File: config.mk
export PLATFORM = sky130hd
export DESIGN_NAME = game_tick_sequencer
export DESIGN_NICKNAME = d
export VERILOG_FILES = /design/src/rtl/pong_pkg.sv /design/src/rtl/pong_sync_edge.sv /design/src/rtl/game_tick_sequencer.sv
export SDC_FILE = /design/constraint.sdc
export NUM_CORES = 1
export LEC_CHECK = 0
export ABC_AREA = 1
export CELL_PAD_IN_SITES_DETAIL_PLACEMENT = 0
export CELL_PAD_IN_SITES_GLOBAL_PLACEMENT = 2
export CORE_MARGIN = 2
export CORE_UTILIZATION = 29
export DETAILED_ROUTE_END_ITERATION = 8
export GPL_TIMING_DRIVEN = 1
export PLACE_DENSITY_LB_ADDON = 0.2
export SLEW_MARGIN = 20
export SYNTH_ARGS = -nofsm -noshare
export SYNTH_HDL_FRONTEND = slang
export SYNTH_SLANG_ARGS = --single-unit
File: constraint.sdc
create_clock -name clk -period 1.7 [get_ports clk]
set_input_delay 0.51 -clock clk [delete_from_list [all_inputs] [get_ports clk]]
set_output_delay 0.51 -clock clk [all_outputs]
set_load 0.05 [all_outputs]
File: src/rtl/pong_pkg.sv
// Shared definitions for the pong game: game state codes, player input codes
// and the tick sequencer's own states.
package pong_pkg;

  typedef enum logic [2:0] {
    INIT       = 3'b001,
    INIT_POINT = 3'b010,
    RUN_POINT  = 3'b011,
    POINT_OVER = 3'b101,
    GAME_OVER  = 3'b110
  } game_state_e;

  typedef enum logic [1:0] {
    SEQ_IDLE,
    SEQ_RUN,
    SEQ_HOLD
  } seq_state_e;

  localparam logic [1:0] UP   = 2'b10;
  localparam logic [1:0] DOWN = 2'b01;
  localparam logic [1:0] NONE = 2'b00;

  // Both buttons pressed at once cancel out to no input.
  function automatic logic [1:0] button_code(input logic [1:0] b);
    return (b == UP || b == DOWN) ? b : NONE;
  endfunction

endpackage

File: src/rtl/pong_sync_edge.sv
// Two-flop synchroniser for an asynchronous pin, plus a one-clk pulse whenever
// the synchronised level changes; the caller qualifies direction with level.
module pong_sync_edge (
  input  logic clk,
  input  logic reset,
  input  logic d,
  output logic level,
  output logic toggle
);

  logic meta;
  logic prev;

  always_ff @(posedge clk or posedge reset) begin
    if (reset) begin
      meta  <= 1'b0;
      level <= 1'b0;
      prev  <= 1'b0;
    end else begin
      meta  <= d;
      level <= meta;
      prev  <= level;
    end
  end

  assign toggle = level ^ prev;

endmodule

File: src/rtl/game_tick_sequencer.sv
// Turns VGA vsync into one game_step per frame, holds a serve pause after each
// point, debounces the start button and frame-samples both players' buttons.
module game_tick_sequencer
  import pong_pkg::*;
#(
  parameter int unsigned DEBOUNCE_FRAMES    = 3,
  parameter int unsigned SERVE_DELAY_FRAMES = 60,
  parameter bit          VSYNC_ACTIVE_LOW   = 1'b1
) (
  input  logic        clk,
  input  logic        reset,
  input  logic        vsync,
  input  logic        start_btn,
  input  logic [1:0]  btn_left,
  input  logic [1:0]  btn_right,
  input  logic [2:0]  game_state,
  output logic        game_step,
  output logic        start_game,
  output logic [1:0]  player_left_input,
  output logic [1:0]  player_right_input,
  output logic        serve_hold,
  output logic [15:0] frame_count
);

  localparam int unsigned DW = (DEBOUNCE_FRAMES < 2) ? 1 : $clog2(DEBOUNCE_FRAMES + 1);
  localparam int unsigned HW = (SERVE_DELAY_FRAMES < 2) ? 1 : $clog2(SERVE_DELAY_FRAMES + 1);
  localparam logic [DW-1:0] DEB_MAX   = DW'(DEBOUNCE_FRAMES);
  localparam logic [DW-1:0] DEB_LAST  = DW'(DEBOUNCE_FRAMES - 1);
  localparam logic [HW-1:0] HOLD_LOAD = HW'(SERVE_DELAY_FRAMES);

  logic vsync_level, vsync_toggle;
  logic start_level, start_toggle;
  logic frame_tick, start_release;
  logic [1:0] left_meta, left_sync, right_meta, right_sync;

  seq_state_e     state;
  logic [HW-1:0]  hold_cnt;
  logic [DW-1:0]  deb_cnt;

  pong_sync_edge u_vsync_sync (
    .clk    (clk),
    .reset  (reset),
    .d      (vsync),
    .level  (vsync_level),
    .toggle (vsync_toggle)
  );

  pong_sync_edge u_start_sync (
    .clk    (clk),
    .reset  (reset),
    .d      (start_btn),
    .level  (start_level),
    .toggle (start_toggle)
  );

  assign frame_tick    = vsync_toggle && (vsync_level != VSYNC_ACTIVE_LOW);
  assign start_release = start_toggle && !start_level;

  always_ff @(posedge clk or posedge reset) begin
    if (reset) begin
      left_meta  <= '0;
      left_sync  <= '0;
      right_meta <= '0;
      right_sync <= '0;
    end else begin
      left_meta  <= btn_left;
      left_sync  <= left_meta;
      right_meta <= btn_right;
      right_sync <= right_meta;
    end
  end

  always_ff @(posedge clk or posedge reset) begin
    if (reset) begin
      frame_count        <= '0;
      player_left_input  <= '0;
      player_right_input <= '0;
    end else if (frame_tick) begin
      frame_count        <= frame_count + 1'b1;
      player_left_input  <= button_code(left_sync);
      player_right_input <= button_code(right_sync);
    end
  end

  // Saturating count means a held button fires once; a pulse missed outside
  // IDLE is not remembered.
  always_ff @(posedge clk or posedge reset) begin
    if (reset) begin
      deb_cnt    <= '0;
      start_game <= 1'b0;
    end else begin
      start_game <= 1'b0;
      if (start_release) begin
        deb_cnt <= '0;
      end else if (frame_tick) begin
        if (!start_level) begin
          deb_cnt <= '0;
        end else if (deb_cnt != DEB_MAX) begin
          deb_cnt <= deb_cnt + 1'b1;
          if (deb_cnt == DEB_LAST && state == SEQ_IDLE) start_game <= 1'b1;
        end
      end
    end
  end

  always_ff @(posedge clk or posedge reset) begin
    if (reset) begin
      state      <= SEQ_IDLE;
      hold_cnt   <= '0;
      game_step  <= 1'b0;
      serve_hold <= 1'b0;
    end else begin
      game_step <= 1'b0;
      unique case (state)
        SEQ_IDLE: begin
          if (game_state == INIT_POINT) state <= SEQ_RUN;
        end
        SEQ_RUN: begin
          game_step <= frame_tick;
          if (game_state == POINT_OVER) begin
            state      <= SEQ_HOLD;
            hold_cnt   <= HOLD_LOAD;
            serve_hold <= 1'b1;
          end else if (game_state == GAME_OVER || game_state == INIT) begin
            state <= SEQ_IDLE;
          end
        end
        SEQ_HOLD: begin
          if (game_state == GAME_OVER) begin
            state      <= SEQ_IDLE;
            hold_cnt   <= '0;
            serve_hold <= 1'b0;
          end else if (hold_cnt == '0) begin
            // Zero-length pause: pass a coinciding tick through so no frame is lost.
            state      <= SEQ_RUN;
            serve_hold <= 1'b0;
            game_step  <= frame_tick;
          end else if (frame_tick) begin
            hold_cnt <= hold_cnt - 1'b1;
            if (hold_cnt == HW'(1)) begin
              state      <= SEQ_RUN;
              serve_hold <= 1'b0;
            end
          end
        end
        default: state <= SEQ_IDLE;
      endcase
    end
  end

endmodule
-- Yosys cells after proc, flatten, opt, wreduce, memory -nomap -nowiden
Cells that the tools add are included.
- register bits: 47
- bits of input ports: 11
- word-level logic and storage cells: 94
- $add $sub $neg: 3
- equality and inequality tests: 21
- multiplexer cells: 33
- bitwise logic cells: 3
- reductions and logical operators: 15
- operators with widths (kind ; count):
    2-bit two-way mux ; 13
    6-bit two-way mux ; 4
    16-bit by 1-bit adder with 16-bit output, second input constant ; 1
    1-bit two-way mux ; 12
    3-bit != test, second input constant ; 4
    6-bit case mux with 2 select lines ; 1
    4-bit AND reduction ; 3
    2-bit equality test, second input constant ; 4
    4-bit != test, second input constant ; 2
    2-bit by 1-bit equality test with 1-bit output, second input constant ; 3
    3-bit equality test, second input constant ; 2
    6-bit by 1-bit equality test with 1-bit output, second input constant ; 1
    6-bit logical NOT ; 1
    2-bit case mux with 3 select lines ; 1
    6-bit by 1-bit subtractor with 6-bit output, second input constant ; 1
    2-bit != test, second input constant ; 2
    1-bit case mux with 2 select lines ; 2
    2-bit nonzero test ; 2
    3-bit by 1-bit equality test with 1-bit output, second input constant ; 1
    3-bit by 2-bit equality test with 1-bit output, second input constant ; 1
    1-bit logical AND ; 3
    1-bit logical OR ; 3
    2-bit by 1-bit adder with 2-bit output, second input constant ; 1
    2-bit logical NOT ; 1
    other kinds (5) ; 6

-- Depth between registers and ports, before layout
- depth after elaboration: 7
- mapped depth: 8
- mapped depth without buffers: 8

-- By module
A second synthesis with hierarchy kept.
- cell total of the unflattened synthesis: 263
- area, all modules: 2279.7 µm²
- by module, submodules not included (module ; instances ; cells an instance ; area each (µm²) ; seq. area each (µm²)):
    game_tick_sequencer ; 1 ; 245 ; 2084.5 ; 1026.0
    pong_sync_edge ; 2 ; 9 ; 97.6 ; 75.1

-- Worst setup path before layout
OpenSTA, ideal clock, no wires.
- path type: reg2reg
- start point: register frame_count[1]
- end point: register frame_count[10]
- arrival: 1.500 ns
- required time: 1.580 ns
- path slack: 0.081 ns
- stages on the path, launching flop included: 9
- period minus slack after synthesis: 1.619 ns
- path through: dfrtp_1 -> ha_1 -> nand3_1 -> nor2_4 -> nand2_2 -> nor2_4 -> nand2_1 -> nand2_1 -> nand2_1
- cells in the longest elaborated chain, start to end: 1
- RTL lines (item ; RTL line ; RTL):
    from (decl) ; game_tick_sequencer.sv:22 ; output logic [15:0] frame_count
    from (signal assigned) ; game_tick_sequencer.sv:79 ; frame_count <= frame_count + 1'b1;
    16-bit by 1-bit adder with 16-bit output ; game_tick_sequencer.sv:79 ;
No other way between the ends.
A chain may end at the register's enable or synchronous reset.

-- Final worst setup path
- start point: input game_state[2]
- end point: register hold_cnt[0]
- cells in the longest elaborated chain, start to end: 3
- elaborated cells on any way between the ends: 8
- RTL lines (item ; RTL line ; RTL):
    from (decl) ; game_tick_sequencer.sv:16 ; input logic [2:0] game_state,
    3-bit equality test, on equally long branches ; game_tick_sequencer.sv:129, game_tick_sequencer.sv:120 ;
    3-bit != test (no source line), or another cell as far along ; -- ;
    4-bit AND reduction (no source line) / 6-bit case mux with 2 select lines (equally long branches) ; -- ;
    to (signal assigned) ; game_tick_sequencer.sv:139 ; hold_cnt <= hold_cnt - 1'b1;
    to (decl) ; game_tick_sequencer.sv:37 ; logic [HW-1:0] hold_cnt;
Parallel ways exist; a longest one is shown, timed or not.

==> run_results.csv <==
group,metric,value,unit
die,pin_count,34,
power_and_ir_drop,p_per_area,1210,mW/mm^2
detailed_routing,ant_nets,0,
power_and_ir_drop,leakage,1.50,nW
finish,final_util,0.405,
finish,layoutNonFillerInstCount,397,
grt,track_usage,0.117,
hold_path,hold_start,"u_vsync_sync.meta",
sta,slew_headroom,0.810,
sta,grt_setup_unrepaired,"no",
flow_run,cap_violations,0,
synth,synth_compound_area_frac,0.0447,
synth,synth-xor-area-share,0.0391,
synth,synth_top_family_by_area,"simple AND/OR/NAND/NOR gates",
die,coreArea,0.00761,mm^2
synth,synthCells,248,
worst_setup_path,crit_fanout,6,
synth,synth_flop_cell,"dfrtp_1",
detailed_routing,vias_per_cell,4.32,
die,dieWidth,91.8,um
sta,slew_violations,0,
finish,drive_above_1_share,0.197,
die,die-area,0.00843,mm^2
finish,antenna_cells,0,
clock_tree,cts_root_buf,"clkbuf_8",
synth,yosysWarnings,0,
grt,grt-ovfl-total,0,
clock_tree,cts_tree,"built",
hold_path,hold_class,"reg2reg",
placed_design,dp_hpwl,3.35,mm
synth,synth_mux_area_frac,0,
worst_setup_path,timing.rr.start,"frame_count[0]",
clock_tree,cts_hold_buf,0,
die,initial_core_util,0.294,
clock_tree,htreeDepth,2,
grt,antenna_found_initial,0,
clock_tree,postCtsSetupRepairBufs,0,
synth,synth-seq-cells,47,
detailed_routing,drt-total-wl,4.35,mm
synth,synth-simple-area-share,0.272,
placed_design,port_buffers,33,
die,chipHeight,91.8,um
detailed_routing,first_pass_iters,4,
synth,synthesis.area,0.00224,mm^2
synth,syn_avg_cell_area,9.02,um^2
synth,async_flop_share,1.00,
grt,grt_pass1_wl,7.87,mm
worst_setup_path,crit_arrival,1690,ps
placed_design,routabilityCongestion,0.725,
synth,synthAdderAreaFrac,0.0559,
clock_tree,cts_resized,0,
sta,setup_viol,0,
grt,grt_pass1_vias,1710,
clock_tree,path_clk_slew,80,ps
sta,hold_violations,0,
die,num_rows,32,
sta,tns,0,ps
power_and_ir_drop,total_power,0.00374,W
detailed_routing,drt_iter0_markers,51,
clock_tree,clk_latency,290,ps
sta,fin_skew,5.85,ps
detailed_routing,drc_errors,0,
power_and_ir_drop,ir_worst_vdd,0.373,mV
worst_setup_path,startpoint,"game_state[2]",
synth,yosysUniqueCellTypes,24,
detailed_routing,vias,1716,
sta,min_period,1500,ps
placed_design,placed_cells,389,
synth,synth_seq_area_share,0.526,
clock_tree,cts_sinks,47,
clock_tree,cts_buffers,5,
status,status,"complete, no violations",
sta,tightest_slew,284,ps
worst_setup_path,crit_type,"in2reg",
synth,synth-edff-count,0,
worst_setup_path,crit_path_start_kind,"primary input",
sta,period_share,0.885,
finish,fin_nets,315,
finish,area_growth,37.8,%
synth,syn_nets,269,
grt,grt_max_degree,21,
detailed_routing,avgRoutedWirePerCell,10.9,um
worst_setup_path,crit_required,1890,ps
worst_setup_path,crit_path_end_kind,"flop",
sta,fmax,0.665,GHz
clock_tree,ctsLongestPathBuffers,2,
==> area by class of cell <==
cell class                 count  area (um^2)
clock inverter                 2         12.5
fill                         784         4520
sequential                    47         1180
multi-input combinational    164          921
tap                          102          128
inverter                      36          135
timing repair buffer          40          638
clock buffer                   6         72.6
==> report_power, final <==
group	internal [W]	switching (W)	total [W]	leakage (nW)
Combinational	0.000674	0.000869	0.00154	0.867
Clock	0.000287	0.000356	0.000644	0.0412
Sequential	0.00131	0.000244	0.00155	0.595
==> registers in the layout (all words and copies together), names as in the netlist, 2 cells and up <==
register	cells
left_meta	2
state	2
player_left_input	2
left_sync	2
deb_cnt	2
hold_cnt	6
player_right_input	2
right_meta	2
frame_count	16
right_sync	2
==> critical path: stages <==
cell and delay (ps):
clkdlybuf4s50_1 510, nand3_2 120, nand2_2 120, inv_2 60, nand2_1 90, nand3_2 130
nand2_1 90, nand2_1 50
==> through the flow <==
stage / setup slack [ps] / hold WS (ps) / area [um^2]
2_1_floorplan: 73.9 / 331 / 2240
4_1_cts: 185 / 354 / 3080
3_5_place_dp: -123 / 335 / 3000
3_3_place_gp: -85.9 / 333 / 3000
5_1_grt: 61.9 / 358 / 3080
6_report: 195 / 353 / 3080
==> synthesized netlist by cell type, drive strengths merged (3+ instances only) <==
cell type / number / share of area
a21oi: 6 / 0.013
dfrtp: 47 / 0.53
ha: 10 / 0.056
inv: 35 / 0.059
nand2: 76 / 0.14
nand3: 20 / 0.054
nand3b: 3 / 0.010
nand4: 5 / 0.014
nor2: 19 / 0.052
nor3: 3 / 0.0067
o21ai: 8 / 0.018
o31ai: 3 / 0.010
xnor2: 5 / 0.020
xor2: 5 / 0.020
==> layout by cell type (no fill, tap or decap) <==
| master | instances |
|---|---|
| a21oi_1 | 6 |
| a22oi_1 | 1 |
| buf_12 | 25 |
| buf_4 | 5 |
| clkbuf_1 | 1 |
| clkbuf_8 | 5 |
| clkdlybuf4s50_1 | 10 |
| clkinv_1 | 1 |
| clkinv_2 | 1 |
| clkinvlp_4 | 1 |
| dfrtp_1 | 47 |
| ha_1 | 10 |
| inv_1 | 31 |
| inv_2 | 4 |
| nand2_1 | 71 |
| nand2_2 | 4 |
| nand2_4 | 1 |
| nand3_1 | 16 |
| nand3_2 | 4 |
| nand3b_1 | 3 |
| nand4_1 | 5 |
| nor2_1 | 11 |
| nor2_2 | 3 |
| nor2_4 | 5 |
| nor3_1 | 3 |
| o21ai_0 | 6 |
| o21ai_1 | 2 |
| o31ai_1 | 3 |
| xnor2_1 | 5 |
| xor2_1 | 5 |
==> kinds of logic after synthesis <==
| group | count (synthesis) |
|---|---|
| AOI/OAI and AO/OA | 18 |
| xor gates and xnor gates | 10 |
| adders and majority gates | 10 |
| buffers and inverters | 37 |
| DFF | 47 |
| and+or+nand+nor | 126 |
==> path summary, 6_finish.rpt <==
path                       slack (ps)                  to  depth (start not counted)
setup / recovery                  200         hold_cnt[0]                          8
setup reg to reg                  260     frame_count[12]                          8
hold / removal                    350  u_vsync_sync.level                          0
max in group asynchronous         850   u_vsync_sync.prev                          3
min in group asynchronous         470     frame_count[14]                          2
hold reg to reg                   350  u_vsync_sync.level                          0
==> per-layer routing <==
metal  GRT usage  share of wire  vias to the layer above
li1            -              -                      870
met1       0.157           0.47                      801
met2       0.183           0.47                       38
met3      0.0337          0.052                        7
met4      0.0410          0.013                        0
met5           0              0                        -
Power figures use the tool's default switching activity.
